## config.mk

```make
export PLATFORM = sky130hd
export DESIGN_NAME = seg7_scan
export DESIGN_NICKNAME = d
export VERILOG_FILES = /design/src/rtl/seg7_pkg.sv /design/src/rtl/seg7_glyph.sv /design/src/rtl/seg7_scan.sv
export SDC_FILE = /design/constraint.sdc
export NUM_CORES = 1
export LEC_CHECK = 0
export ABC_AREA = 1
export BUFFER_PORTS_ARGS = -buffer_cell sky130_fd_sc_hd__buf_2
export CORE_MARGIN = 1.5
export CORE_UTILIZATION = 30
export CTS_CLUSTER_DIAMETER = 50
export DETAILED_ROUTE_END_ITERATION = 8
export SLEW_MARGIN = 10
export SYNTH_ARGS = -nofsm -noshare
export SYNTH_HDL_FRONTEND = slang
export SYNTH_SLANG_ARGS = --single-unit
```

## constraint.sdc

```tcl
create_clock -name clk -period 2.6 [get_ports clk]
set_input_delay 0.39 -clock clk [delete_from_list [all_inputs] [get_ports clk]]
set_output_delay 0.39 -clock clk [all_outputs]
set_load 0.005 [all_outputs]
```

## src/rtl/seg7_pkg.sv

```systemverilog
// Shared seg7 definitions: radix modes, the blank pattern and the active-low glyph table.
package seg7_pkg;

  typedef enum logic [1:0] {
    SEG7_BIN = 2'd0,
    SEG7_OCT = 2'd1,
    SEG7_HEX = 2'd2
  } seg7_mode_t;

  localparam logic [6:0] SEG7_DISP_BLANK = 7'h7F;

  // Active-low, bit 0 = segment a; entry n is the glyph for value n (listed F down to 0).
  localparam logic [15:0][6:0] SEG7_GLYPHS = {
    7'h0E, 7'h06, 7'h21, 7'h46, 7'h03, 7'h08, 7'h10, 7'h00,
    7'h78, 7'h02, 7'h12, 7'h19, 7'h30, 7'h24, 7'h79, 7'h40
  };

endpackage

```

## src/rtl/seg7_glyph.sv

```systemverilog
// Maps one 4-bit digit value to its active-low 7-segment pattern.
module seg7_glyph
  import seg7_pkg::*;
(
  input  logic [3:0] digit,
  output logic [6:0] pattern
);

  assign pattern = SEG7_GLYPHS[digit];

endmodule

```

## src/rtl/seg7_scan.sv

```systemverilog
// Multiplexed 7-segment scanner: double-buffered display word, radix decode,
// leading-zero blanking and per-slot PWM brightness.
module seg7_scan
  import seg7_pkg::*;
#(
  parameter int NUM_DIGITS = 4,
  parameter int CLK_DIV    = 1000
) (
  input  logic                    clk,
  input  logic                    rst_n,
  input  logic                    load_valid,
  output logic                    load_ready,
  input  logic [4*NUM_DIGITS-1:0] load_val,
  input  seg7_mode_t              load_mode,
  input  logic                    lz_blank,
  input  logic [3:0]              brightness,
  output logic [6:0]              seg,
  output logic [NUM_DIGITS-1:0]   dig_en
);

  localparam int VW = 4 * NUM_DIGITS;
  localparam int IW = (NUM_DIGITS > 1) ? $clog2(NUM_DIGITS) : 1;
  localparam logic [15:0]   PRESC_LAST = 16'(CLK_DIV - 1);
  localparam logic [IW-1:0] IDX_LAST   = IW'(NUM_DIGITS - 1);

  logic [15:0]     presc;
  logic [IW-1:0]   idx;
  logic            wrap, frame_end, accept;

  logic            pend, pend_lz, disp_lz;
  logic [VW-1:0]   pend_val, disp_val;
  seg7_mode_t      pend_mode, disp_mode;

  logic [VW-1:0]   sh;
  logic [3:0]      dig, sel_digit;
  logic            seen, sel_blank;
  logic [NUM_DIGITS-1:0] onehot;
  logic [19:0]     on_thresh;
  logic            lit;
  logic [6:0]      glyph;

  assign wrap      = (presc == PRESC_LAST);
  assign frame_end = wrap && (idx == IDX_LAST);

  // Load handshake: a word transfers on any rising edge where load_valid and
  // load_ready are both high. load_ready is simply "no word pending", so it
  // drops the cycle after a transfer and rises the cycle after the frame-end apply.
  assign load_ready = !pend;
  assign accept     = load_valid && load_ready;

  always_ff @(posedge clk or negedge rst_n) begin
    if (!rst_n) begin
      presc <= '0;
      idx   <= '0;
    end else if (wrap) begin
      presc <= '0;
      idx   <= (idx == IDX_LAST) ? '0 : idx + 1'b1;
    end else begin
      presc <= presc + 16'd1;
    end
  end

  always_ff @(posedge clk or negedge rst_n) begin
    if (!rst_n) begin
      pend      <= 1'b0;
      pend_val  <= '0;
      pend_mode <= SEG7_HEX;
      pend_lz   <= 1'b0;
      disp_val  <= '0;
      disp_mode <= SEG7_HEX;
      disp_lz   <= 1'b0;
    end else if (frame_end && pend) begin
      disp_val  <= pend_val;
      disp_mode <= pend_mode;
      disp_lz   <= pend_lz;
      pend      <= 1'b0;
    end else if (accept) begin
      pend_val  <= load_val;
      pend_mode <= load_mode;
      pend_lz   <= lz_blank;
      pend      <= 1'b1;
    end
  end

  // Walk digits from the top so "seen" marks any nonzero digit at or above d;
  // shifting past the word width naturally yields zero digits.
  always_comb begin
    sh        = '0;
    dig       = '0;
    seen      = 1'b0;
    sel_digit = '0;
    sel_blank = 1'b0;
    onehot    = '0;
    for (int d = NUM_DIGITS - 1; d >= 0; d--) begin
      case (disp_mode)
        SEG7_HEX: begin
          sh  = disp_val >> (4 * d);
          dig = sh[3:0];
        end
        SEG7_OCT: begin
          sh  = disp_val >> (3 * d);
          dig = {1'b0, sh[2:0]};
        end
        default: begin
          sh  = disp_val >> d;
          dig = {3'b000, sh[0]};
        end
      endcase
      seen = seen | (dig != 4'd0);
      if (idx == IW'(d)) begin
        sel_digit = dig;
        sel_blank = disp_lz && !seen && (d != 0);
        onehot[d] = 1'b1;
      end
    end
  end

  assign on_thresh = ((20'(brightness) + 20'd1) * 20'(CLK_DIV)) >> 4;
  assign lit       = ({4'b0000, presc} < on_thresh);

  seg7_glyph u_glyph (
    .digit   (sel_digit),
    .pattern (glyph)
  );

  always_ff @(posedge clk or negedge rst_n) begin
    if (!rst_n) begin
      seg    <= SEG7_DISP_BLANK;
      dig_en <= '0;
    end else if (lit) begin
      seg    <= sel_blank ? SEG7_DISP_BLANK : glyph;
      dig_en <= onehot;
    end else begin
      seg    <= SEG7_DISP_BLANK;
      dig_en <= '0;
    end
  end

endmodule

```

-- Word level (Yosys, flattened, before mapping)
Memory sizes are Yosys's and may differ from the RTL's.
Index checks and enable logic that the tools add are counted.
- bitwise logic cells: 3
- eq/ne operators: 6
- reduce and logical (&&, ||, !) cells: 16
- $lt $le $gt $ge: 2
- multiply operators: 1
- add/subtract/negate cells: 3
- muxes and demuxes: 24
- operators with widths (operator ; count):
    4-bit one-hot mux with 2 select lines ; 4
    7-bit two-way mux ; 3
    4-bit two-way mux ; 5
    16-bit by 1-bit adder with 16-bit output (second input constant) ; 1
    16-bit by 10-bit == test with 1-bit output (second input constant) ; 1
    16-bit by 11-bit less-than comparator with 1-bit output ; 1
    16-bit two-way mux ; 1
    5-bit by 7-bit multiplier with 12-bit output (second input constant) ; 1
    4-bit nonzero test ; 3
    1-bit two-way mux ; 10
    2-bit == test (second input constant) ; 3
    1-bit logical AND ; 6
    4-bit by 1-bit adder with 5-bit output (second input constant) ; 1
    4-bit by 5-bit less-than comparator with 1-bit output (second input constant) ; 1
    2-bit by 1-bit == test with 1-bit output (second input constant) ; 2
    1-bit zero test ; 4
    2-bit by 1-bit adder with 2-bit output (second input constant) ; 1
    2-bit zero test ; 1
    2-bit two-way mux ; 1
    1-bit OR ; 2
    2-bit AND reduction ; 1
    2-bit nonzero test ; 1
    1-bit inverter ; 1
- memories kept: 1
- word-level logic and storage cells: 67
- flip-flop bits (word level): 68
- bits in read-only memories: 112
- input bits: 26
- memories (memory ; depth ; bits a word ; rd ports ; clocked after memory_dff ; wr ports ; line ; RTL):
    (no name shown) ; 16 ; 7 ; 1 ; 0 ; 0 ; seg7_glyph.sv:9 ; assign pattern = SEG7_GLYPHS[digit];

-- Logic depth before layout (Yosys ltp)
Gate-level depths: netlist (run 1).
- word-level depth: 11
- mapped depth: 23
- gate-level depth less buffers: 23

-- By module
A second synthesis (run 1) with hierarchy kept.
- cell total of the unflattened synthesis: 570
- area, all modules: 4699.5 sq um
- by module, submodules not included (module ; sequential area each (sq um) ; area each (sq um) ; times used ; cells an instance):
    seg7_scan ; 1712.9 ; 4419.2 ; 1 ; 518
    seg7_glyph ; 0.0 ; 280.3 ; 1 ; 52

-- Worst setup path before layout (run 1)
Ideal clock, no wire load.
- kind: input-to-reg
- from: input brightness[0]
- to: register dig_en[0]
- path slack: -2049 ps
- stages: 22
- path buffers: 0
- arrival: 4577 ps
- data required time: 2528 ps
- path through: ha_1 -> xor2_1 -> inv_1 -> fa_1 -> inv_1 -> fa_1 -> inv_1 -> fa_1 -> inv_1 -> ha_1 -> inv_1 -> nor4_1 -> nand2_1 -> o311ai_0 -> xor2_1 -> ha_1 -> a21oi_1 -> o211a_1 -> nand2_1 -> a21oi_2 -> inv_1 -> nor2_1
- cells in the longest elaborated chain, start to end: 4
- ends and longest elaborated chain (what ; line ; RTL):
    start: declaration ; seg7_scan.sv:16 ; input logic [3:0] brightness,
    4-bit by 1-bit adder with 5-bit output ; seg7_scan.sv:118 ; assign on_thresh = ((20'(brightness) + 20'd1) * 20'(CLK_DIV)) >> 4;
    5-bit by 7-bit multiplier with 12-bit output ; seg7_scan.sv:118 ;
    16-bit by 11-bit less-than comparator with 1-bit output ; seg7_scan.sv:119 ; assign lit = ({4'b0000, presc} < on_thresh);
    4-bit two-way mux ; seg7_scan.sv:130 ; end else if (lit) begin
    end signal: assignment ; seg7_scan.sv:132 ; dig_en <= onehot;
    end: declaration ; seg7_scan.sv:18 ; output logic [NUM_DIGITS-1:0] dig_en
No other way between the ends.
A chain may end at the register's enable or synchronous reset.

-- Worst setup path in the final report (run 1)
- from: input brightness[1]
- to: register dig_en[1]
The elaborated chain is that of the path after synthesis.

==> metrics.txt, run 1 <==
dominant cell type by area after synthesis=dfrtp_1; Compound-Gate Fraction of Synth Area=9.683%; total of fill cells in the finished design=1487; switch share=30.61%; crit path time final=4216 ps; commonest non-fill, non-tap cell in the layout=nand2_1; worst setup margin=-1616 ps; worst vdd ir=0.0003286 V; worst slack, placed=-2176 ps; critical path capture point type=flip-flop; DP Area=5179 µm²; Main synth FF type=dfrtp_1; Slew HR=54.94%; worst hold path class=in -> async; number of vias per cell=4.424; async set or reset register ratio after synthesis=100.0%; final hold violations=0; htree depth=3; initial antenna violation count=0; Max FO, Critical Path=8; Crit path required time=2860 ps; CTS Buffer Depth=2; final hold slack=98.71 ps; fin. max-slew vios=0; post-synth design cell area=4497 µm²; placement row count=44; RSZ-0062 raised after global routing=true; clock share of power=30.9%; Crit Path Class=in -> reg; commonest non-fill, non-tap cells in the layout=nand2_1, inv_1, dfrtp_1; outcome=finished, violations left; max-cap check violation count=0; DRT iter0 DRCs=193; share of the synthesized area in the top cell type=32.83%; CP startpoint kind=input pin; n_diodes=0; Placer Congestion=0.8272; Final Cell Area=5653 µm²; Final HPWL DP=6814 µm; drt drc=0; io pins=38; Pwr Density=642.9 nW/µm²; Sequential Power Share=32.8%; worst r2r src=disp_mode[1]$_DFFE_PN1P_; CTS Sinks=68; Post-CTS Hold Buffers=0; net load switching power=1.112 mW; Synth Instances=561; Seq/Total Area, Yosys=38.09%; Syn Area/Cell=8.016 µm²; input/output buffers=37; Post-DRT Antenna Nets=0; Post-synth EDFFs=0; Worst path max stage delay=580 ps; FMAX=237.2 MHz; combinational share of power=36.3%; Tot GR Track Use=12.28%; worst r2r dst=seg[3]$_DFF_PN1_; crit-path most repeated cell=inv_2; xor and xnor area share after synthesis=2.922%; Critical-path top delay cell=fa_1; failing checks=setup timing; Worst Tran Pin Value=675.9 ps; multiplexer share of the synthesized area=0%; Total Die Area=15730 µm²; DR WL/cell=10.77 µm; Die Wd=125.4 µm; vias in the first global route=3593; total CTS buffers=9; Vias=3659; Die Ht=125.4 µm; Yosys warning total=0; P_int=2.522 mW; cells along the critical path=buf_6 > ha_4 > xor2_4 > inv_2 > fa_1 > inv_2 > fa_1 > inv_2 > fa_1 > inv_2 > ha_4 > inv_4 > buf_6 > o21bai_4 > nand2_2 > o311ai_2 > xor2_1 > ha_1 > nand2_1 > o211a_1 > nand2_2 > a21oi_4 > inv_2 > nor2_1; Worst-Skew Late Latency=330 ps; Yosys cell types=36; post-layout power=3.634 mW; r2r setup slk=200 ps; synth-to-layout area growth=25.71%; Clock Tree Root=clkbuf_16; global-route wire length before repair=16200 µm; Layout Nets=717; Synth Area in Adders=16.42%; Critical path origin=brightness[1]; Fin Setup TNS=-17210 ps; main combinational cell family by area after synthesis=simple AND/OR/NAND/NOR gates; Final Skew=8.348 ps; total grt overflow=0; Synth area leaders=dfrtp_1, ha_1, nand2_1, inv_1, dfstp_2; core area=14590 µm²; pin count of the biggest net entering global routing=40; CTS tree=done; Pre-Repair DR Iteration Count=4; Yosys reg bits=68; Worst-path clk slew=50 ps; Final Setup Violations=11; R2R depth=15; Period Utilization, post-route=162.2%; Starting Density=30.82%; crit path to=dig_en[1]$_DFF_PN0_; Crit path arrival time=4470 ps; simple-gate share of the synthesized area=23.04%; leakage power=2.940 nW; wirelength, routed=8906 µm; synthesized net count=640; share of layout cells above drive strength 1=22.71%
==> registers in the layout, indices dropped and copies added, names as in the netlist <==
register and count:
dig_en 4, presc 16, disp_val 16, pend 1, disp_lz 1, pend_lz 1
pend_val 16, seg 7, disp_mode 2, pend_mode 2, idx 2
==> cell families after synthesis <==
logic type,after synthesis
AO/OA/AOI/OAI,81
XOR/XNOR,15
adder cells (fa/ha/maj),53
buffers and inverters,108
flip-flops,68
AND/OR/NAND/NOR,236
==> cells in the mapped netlist (all sizes together), types with 2 or more instances <==
| master | instances |
|---|---|
| nand2 | 120 |
| inv | 96 |
| dfrtp | 59 |
| nor2 | 54 |
| nand3 | 46 |
| ha | 43 |
| a21oi | 42 |
| o21ai | 32 |
| xor2 | 12 |
| fa | 10 |
| buf | 9 |
| dfstp | 9 |
| nor3 | 7 |
| nand4 | 4 |
| clkbuf | 3 |
| xnor2 | 3 |
| nor3b | 2 |
| nor4 | 2 |
| o311ai | 2 |
==> cell type report <==
cell class / count / area (µm²) / area share, %
clock buffer: 13 / 260.3 / 4.604
clock inverter: 3 / 21.27 / 0.3763
inverter: 96 / 367.9 / 6.507
multi-input combinational: 385 / 2507 / 44.36
sequential: 68 / 1713 / 30.30
tap: 184 / 230.2 / 4.073
timing repair buffer: 78 / 553.0 / 9.783
==> worst max-delay path, delay by kind of cell <==
family | cells | cell delay [ps]
AO/OA/AOI/OAI | 4 | 580
XOR/XNOR | 2 | 360
adder cells (fa/ha/maj) | 6 | 2260
buffers and inverters | 8 | 560
AND/OR/NAND/NOR | 4 | 310
==> how the worst min path moves through the flow <==
stage	start	to	cells after the start
after floorplan	rst_n	dig_en[0]$_DFF_PN0_	0
after CTS	rst_n	pend_mode[0]$_DFFE_PN0P_	1
after global placement	rst_n	pend_mode[0]$_DFFE_PN0P_	1
final	rst_n	pend_mode[0]$_DFFE_PN0P_	1
after detailed placement	rst_n	pend_mode[0]$_DFFE_PN0P_	1
after global routing	rst_n	pend_mode[0]$_DFFE_PN0P_	1
==> layer usage <==
layer  wire [µm]  track usage (%)  part of all wire, %  up-vias
li1            -                -                    -     1933
met1        4358            16.47                   49     1658
met2        4182            19.92                   47       53
met3         208            2.139                  2.3       15
met4         156            4.412                  1.8        0
met5           0                0                    0        -
==> what timing repair did <==
action	in CTS	in global routing
setup endpoints to repair	11	11
resized for setup	21	10
buffers inserted	6	0
pin swaps	22	12
==> power groups by stage <==
stage	Combinational (mW)	Clock [mW]	Sequential (mW)
after floorplan	0.674	0	1.22
after detailed placement	1.12	0	1.21
after global routing	1.49	1.20	1.20
after CTS	1.26	1.15	1.19
final	1.32	1.12	1.19
after global placement	1.10	0	1.21
==> stage by stage <==
step	util, %	cells
2_1_floorplan	-	561
3_3_place_gp	35.50	805
3_5_place_dp	35.50	805
4_1_cts	38.51	827
5_1_grt	38.75	827
6_report	38.75	827
Power figures use the tool's default switching activity.
==> inputs of run 2 (changes only) <==
--- a/config.mk
+++ b/config.mk
@@ -9,9 +9,11 @@
 export BUFFER_PORTS_ARGS = -buffer_cell sky130_fd_sc_hd__buf_2
 export CORE_MARGIN = 1.5
 export CORE_UTILIZATION = 30
+export CTS_BUF_LIST = sky130_fd_sc_hd__clkbuf_8 sky130_fd_sc_hd__clkbuf_16
 export CTS_CLUSTER_DIAMETER = 50
 export DETAILED_ROUTE_END_ITERATION = 8
 export SLEW_MARGIN = 10
 export SYNTH_ARGS = -nofsm -noshare
 export SYNTH_HDL_FRONTEND = slang
 export SYNTH_SLANG_ARGS = --single-unit
+export TNS_END_PERCENT = 30
==> run 2 against run 1 <==
The run still ends with setup timing left. Setup slack improved by 32 ps. Sequential cell count did not move. Core utilization is 0.53 points higher. Global-route usage is 0.11 points higher. Cell count grew 0.48%. Via count decreased by 0.96%. Fmax rose by 0.77%. Clock skew is 1.5 ps lower. Sequential share of layout area decreased by 0.41 points. Largest power group is now clock.
==> metrics.txt, run 2 (synthesis results as in run 1) <==
input/output buffers=37 (unchanged); failing checks=setup timing; placed cell count=806 (+0.12%); critical path capture point type=flip-flop; Worst path max stage delay=520 ps (-60 ps); placement row count=44 (unchanged); Fin Setup TNS=-17070 ps (+140.4 ps); Vias=3624 (-0.96%); global-route wire length before repair=16460 µm (+1.6%); Worst-path clk slew=60 ps (about the same); worst setup margin=-1584 ps (+32.25 ps); CP startpoint kind=input pin; initial antenna violation count=1 (+1); Worst Tran Pin Value=610.0 ps (-65.88 ps); post-layout power=3.905 mW (+7.4%); io pins=38 (unchanged); Crit path arrival time=4440 ps (-30 ps); total CTS buffers=9 (unchanged); worst hold path class=in -> async; worst path bufs/invs=8 (unchanged); Slew HR=59.33% (+4.4 points); vias in the first global route=3655 (+1.7%); CTS tree=done; Pwr Density=681.4 nW/µm² (+6.0%); Clock Tree Root=clkbuf_16; R2R depth=15 (unchanged); crit path time final=4184 ps (-32.25 ps); final hold violations=0 (unchanged); Final Skew=6.860 ps (-1.488 ps); Max FO, Critical Path=8 (unchanged); DRT iter0 DRCs=163 (-16%); max-cap check violation count=0 (unchanged); largest registers=disp_val (16), pend_val (16), presc (16); Starting Density=30.82% (unchanged); FMAX=239.0 MHz (+0.77%); Pre-Repair DR Iteration Count=4 (unchanged); worst r2r src=disp_mode[1]$_DFFE_PN1P_; Crit Path Class=in -> reg; post-route insts no fill=831 (+0.48%); Final Setup Violations=11 (unchanged); total of fill cells in the finished design=1484 (-0.20%); Layout Nets=720 (+0.42%); CTS Sinks=68 (unchanged); drt drc=0 (unchanged); htree depth=3 (unchanged); number of vias per cell=4.361 (-1.4%); Final HPWL DP=6745 µm (-1.0%); Crit path required time=2860 ps (about the same); Total Die Area=15730 µm² (unchanged); Tot GR Track Use=12.39% (+0.11 points); leakage power=2.982 nW (+1.4%); synth-to-layout area growth=27.43%; Period Utilization, post-route=160.9% (-1.2 points); cells along the critical path=buf_8 > ha_4 > xor2_4 > inv_2 > fa_1 > inv_2 > fa_1 > inv_2 > fa_1 > inv_2 > ha_4 > inv_4 > buf_6 > o21bai_4 > nand2_2 > o311ai_2 > xor2_1 > ha_1 > nand2_2 > o211a_1 > nand2_2 > a21oi_4 > inv_2 > nor2_1; Worst-Skew Late Latency=330 ps (about the same); worst slack, placed=-2159 ps (+17.53 ps); crit-path most repeated cell=inv_2; DR WL/cell=10.83 µm (+0.59%); share of layout cells above drive strength 1=23.68% (+0.98 points); Post-DRT Antenna Nets=0 (unchanged); Die Ht=125.4 µm (unchanged); wirelength, routed=9002 µm (+1.1%); RSZ-0062 raised after global routing=true; Top delay family on crit path=adder cells; Critical-path top delay cell=fa_1; Die Wd=125.4 µm (unchanged); total grt overflow=0 (unchanged); CTS Buffer Depth=2 (unchanged); core area=14590 µm² (unchanged); commonest non-fill, non-tap cell in the layout=nand2_1; pin count of the biggest net entering global routing=43 (+7.5%); worst vdd ir=0.0003937 V (+20%); commonest non-fill, non-tap cells in the layout=nand2_1, inv_1, dfrtp_1; worst r2r dst=seg[3]$_DFF_PN1_; Placer Congestion=0.8525 (+3.1%); fin. max-slew vios=0 (unchanged); outcome=finished, violations left; r2r setup slk=210 ps (about the same); Post-CTS Hold Buffers=0 (unchanged)
run 2: changes by cell type in the layout (fill, tap and decap cells not counted), moves of 3 or more:
| cell | before | now |
|---|---|---|
| a21oi_1 | 39 | 35 |
| a21oi_2 | 2 | 6 |
| buf_4 | 38 | 41 |
| bufinv_16 | 0 | 3 |
run 2: layout make-up:
type | count | area, µm² | area share (%)
Timing Repair Buffer | 81 | 575.6 | 10.04
Antenna cell | 1 | 2.502 | 0.04367
Sequential cell | 68 | 1713 | 29.89
Multi-Input combinational cell | 385 | 2491 | 43.47
Clock inverter | 6 | 111.4 | 1.943
Inverter | 96 | 367.9 | 6.419
Clock buffer | 10 | 239.0 | 4.170
Tap cell | 184 | 230.2 | 4.017
run 2: worst reg2reg max path: cells and delay by family, from the launching register on:
family | cells | cell delay (ps)
flip-flops | 1 | 540
adder cells (fa/ha/maj) | 2 | 560
AND/OR/NAND/NOR | 10 | 840
buffers and inverters | 3 | 370
run 2: repair_timing:
item	CTS	global route
pin swaps	30	5
gates resized for setup	25	7
setup buffers	7	1
endpoints found under the setup margin	11	11
run 2: stage by stage:
stage / cell area, µm² / hold slack [ps] / utilization, %
CTS: 5703 / 87.95 / 39.09
finish: 5731 / 69.54 / 39.28
floorplan: 4566 / 94.41 / -
global route: 5728 / 124.7 / 39.26
global placement: 5186 / 441.7 / 35.55
detailed placement: 5186 / 440.6 / 35.55
run 2: worst max path at each step:
| stage | start | endpoint | slack [ps] | depth (start not counted) |
|---|---|---|---|---|
| detailed placement | brightness[0] | dig_en[1]$_DFF_PN0_ | -2160 | 24 |
| floorplan | brightness[0] | dig_en[1]$_DFF_PN0_ | -1830 | 22 |
| finish | brightness[0] | dig_en[1]$_DFF_PN0_ | -1580 | 24 |
| global route | brightness[2] | dig_en[2]$_DFF_PN0_ | -1790 | 23 |
| global placement | brightness[0] | dig_en[1]$_DFF_PN0_ | -2110 | 24 |
| CTS | brightness[0] | dig_en[1]$_DFF_PN0_ | -1540 | 24 |
run 2: per-layer routing:
layer,vias to the layer above,GRT usage [%],wire length [µm]
met5,-,0,0
met4,0,4.211,125
met3,13,2.610,206
met2,46,19.95,4080
met1,1624,16.55,4590
li1,1941,-,-
run 2: report_power, final:
group / switching, mW / total [mW] / internal, mW
clock: 0.452 / 1.41 / 0.962
sequential: 0.0202 / 1.19 / 1.17
combinational: 0.655 / 1.30 / 0.643
==> inputs of run 3 (changes only) <==
--- a/config.mk
+++ b/config.mk
@@ -9,7 +9,7 @@
 export BUFFER_PORTS_ARGS = -buffer_cell sky130_fd_sc_hd__buf_2
 export CORE_MARGIN = 1.5
 export CORE_UTILIZATION = 30
-export CTS_BUF_LIST = sky130_fd_sc_hd__clkbuf_8 sky130_fd_sc_hd__clkbuf_16
+export CTS_BUF_LIST = sky130_fd_sc_hd__clkbuf_2
 export CTS_CLUSTER_DIAMETER = 50
 export DETAILED_ROUTE_END_ITERATION = 8
 export SLEW_MARGIN = 10
==> run 3 against run 2 <==
The run still ends with setup timing left. Non-clock buffer count stayed put. Fmax is 3.7% higher. Setup slack improved by 150 ps. Sequential cell count unchanged. Sequential power barely moved. Wire length up 0.72%. Clock-buffer cell count down 1. Largest power group is now combinational cells.
==> metrics.txt, run 3 (synthesis results as in run 1) <==
Crit path arrival time=4470 ps (+30 ps); global-route wire length before repair=16350 µm (-0.63%); total of fill cells in the finished design=1512 (+1.9%); placement row count=44 (unchanged); Post-DRT Antenna Nets=0 (unchanged); Pre-Repair DR Iteration Count=4 (unchanged); synth-to-layout area growth=23.93%; Worst-Skew Late Latency=490 ps (+160 ps); Clock Tree Root=clkbuf_2; worst setup margin=-1434 ps (+149.9 ps); Critical-path top delay cell=fa_1; min-delay src=load_val[0]; post-route insts no fill=831 (unchanged); vias in the first global route=3664 (+0.25%); worst r2r src=disp_mode[1]$_DFFE_PN1P_; io pins=38 (unchanged); Max FO, Critical Path=8 (unchanged); Starting Density=30.82% (unchanged); P_int=2.253 mW (-19%); worst hold path class=in -> reg; critical path capture point type=flip-flop; DRT iter0 DRCs=152 (-6.7%); CTS Buffer Depth=2 (unchanged); Die Ht=125.4 µm (unchanged); commonest non-fill, non-tap cell in the layout=nand2_1; crit path time final=4034 ps (-149.9 ps); switch share=32.44% (+3.6 points); crit-path most repeated cell=inv_2; worst vdd ir=0.0003691 V (-6.2%); Crit path required time=3030 ps (+170 ps); Core Util, Final=38.20% (-1.1 points); Die Wd=125.4 µm (unchanged); cells along the critical path=buf_8 > ha_4 > xor2_4 > inv_2 > fa_1 > inv_2 > fa_1 > inv_1 > fa_1 > inv_2 > ha_4 > inv_4 > buf_6 > o21bai_4 > nand2_2 > o311ai_2 > xor2_1 > ha_1 > nand2_2 > o211a_1 > nand2_2 > a21oi_4 > inv_2 > nor2_2; Worst Tran Pin Value=626.7 ps (+16.66 ps); initial antenna violation count=1 (unchanged); Crit Path Class=in -> reg; CP startpoint kind=input pin; CTS tree=done; drt drc=0 (unchanged); failing checks=setup timing; htree depth=3 (unchanged); final hold slack=124.0 ps (+54.48 ps); RSZ-0062 raised after global routing=true; number of vias per cell=4.375 (+0.33%); outcome=finished, violations left; Final Skew=35.90 ps (+29.04 ps); core area=14590 µm² (unchanged); pin count of the biggest net entering global routing=43 (unchanged); Vias=3636 (+0.33%); Sequential Power Share=35.7% (+5.2 points); share of layout cells above drive strength 1=23.68% (unchanged); commonest non-fill, non-tap cells in the layout=nand2_1, inv_1, dfrtp_1; Pwr Density=598.4 nW/µm² (-12%); Period Utilization, post-route=155.2% (-5.8 points); fin. max-slew vios=0 (unchanged); input/output buffers=37 (unchanged); Critical path origin=brightness[0]; Fin Setup TNS=-15270 ps (+1803 ps); leakage power=2.904 nW (-2.6%); wirelength, routed=9067 µm (+0.72%); Top delay family on crit path=adder cells; Tot GR Track Use=12.33% (-0.064 points); DR WL/cell=10.91 µm (+0.72%); placed cell count=806 (unchanged); FMAX=247.9 MHz (+3.7%); Layout Nets=720 (unchanged); Worst path max stage delay=580 ps (+60 ps); CTS Sinks=68 (unchanged); combinational share of power=40.4% (+7.2 points); Final Setup Violations=11 (unchanged); max-cap check violation count=0 (unchanged); Placer Congestion=0.8525 (unchanged); net load switching power=1.082 mW (-4.0%); clock share of power=23.9% (-12 points); Slew HR=58.22% (-1.1 points); Total Die Area=15730 µm² (unchanged); total grt overflow=0 (unchanged); Worst-path clk slew=220 ps (+160 ps); largest registers=disp_val (16), pend_val (16), presc (16); final hold violations=0 (unchanged); Final HPWL DP=6745 µm (unchanged); worst path bufs/invs=8 (unchanged); total CTS buffers=9 (unchanged)
[run 3: final timing paths]
check | to | slack (ps) | cells after the start
worst min-delay path | pend_val[0]$_DFFE_PN0P_ | 120 | 3
max in group asynchronous | disp_mode[1]$_DFFE_PN1P_ | 1450 | 3
worst max register to register | seg[3]$_DFF_PN1_ | 200 | 15
worst min register to register | presc[15]$_DFF_PN0_ | 490 | 1
worst max-delay path | dig_en[2]$_DFF_PN0_ | -1430 | 24
min in group asynchronous | pend_val[4]$_DFFE_PN0P_ | 410 | 2
[run 3: power by group through the flow]
stage | Combinational, mW | Sequential, mW | Clock (mW)
after floorplan | 0.678 | 1.22 | 0
final | 1.35 | 1.19 | 0.797
after CTS | 1.27 | 1.19 | 0.826
after global routing | 1.54 | 1.20 | 0.878
after detailed placement | 1.11 | 1.21 | 0
after global placement | 1.11 | 1.21 | 0
[run 3: metal layers]
layer  routed length, µm  share of wire, %  GRT usage [%]  up-vias
li1                    -                 -              -     1942
met1                4562                50          16.53     1633
met2                4136                46          19.95       50
met3                 227               2.5          2.139       11
met4                 140               1.5          4.545        0
met5                   0                 0              0        -
[run 3: tightest hold or removal path, stage by stage]
cell and delay (ps):
buf_2 70, nor2_1 30, a21oi_1 90
[run 3: area by class of cell]
cell class | count | area (µm²) | area share (%)
inverter | 96 | 367.9 | 6.601
tap | 184 | 230.2 | 4.131
sequential | 68 | 1713 | 30.74
timing repair buffer | 81 | 578.1 | 10.37
clock inverter | 7 | 115.1 | 2.066
antenna | 1 | 2.502 | 0.04490
multi-input combinational | 385 | 2521 | 45.24
clock buffer | 9 | 45.04 | 0.8083
[run 3: stage by stage]
step                      power, mW  setup WS, ps  area, µm²
after floorplan               1.896         -1834       4566
after global placement        2.319         -2108       5186
after detailed placement      2.327         -2159       5186
after CTS                     3.292         -1354       5523
after global routing          3.625         -1586       5570
final                         3.335         -1434       5573
[run 3: repair_timing]
action | CTS | global route
hold endpoints to repair | 19 | 0
setup buffers | 7 | 0
pin swaps | 32 | 11
hold buffers | 1 | 0
endpoints found under the setup margin | 11 | 11
gates resized for setup | 25 | 9
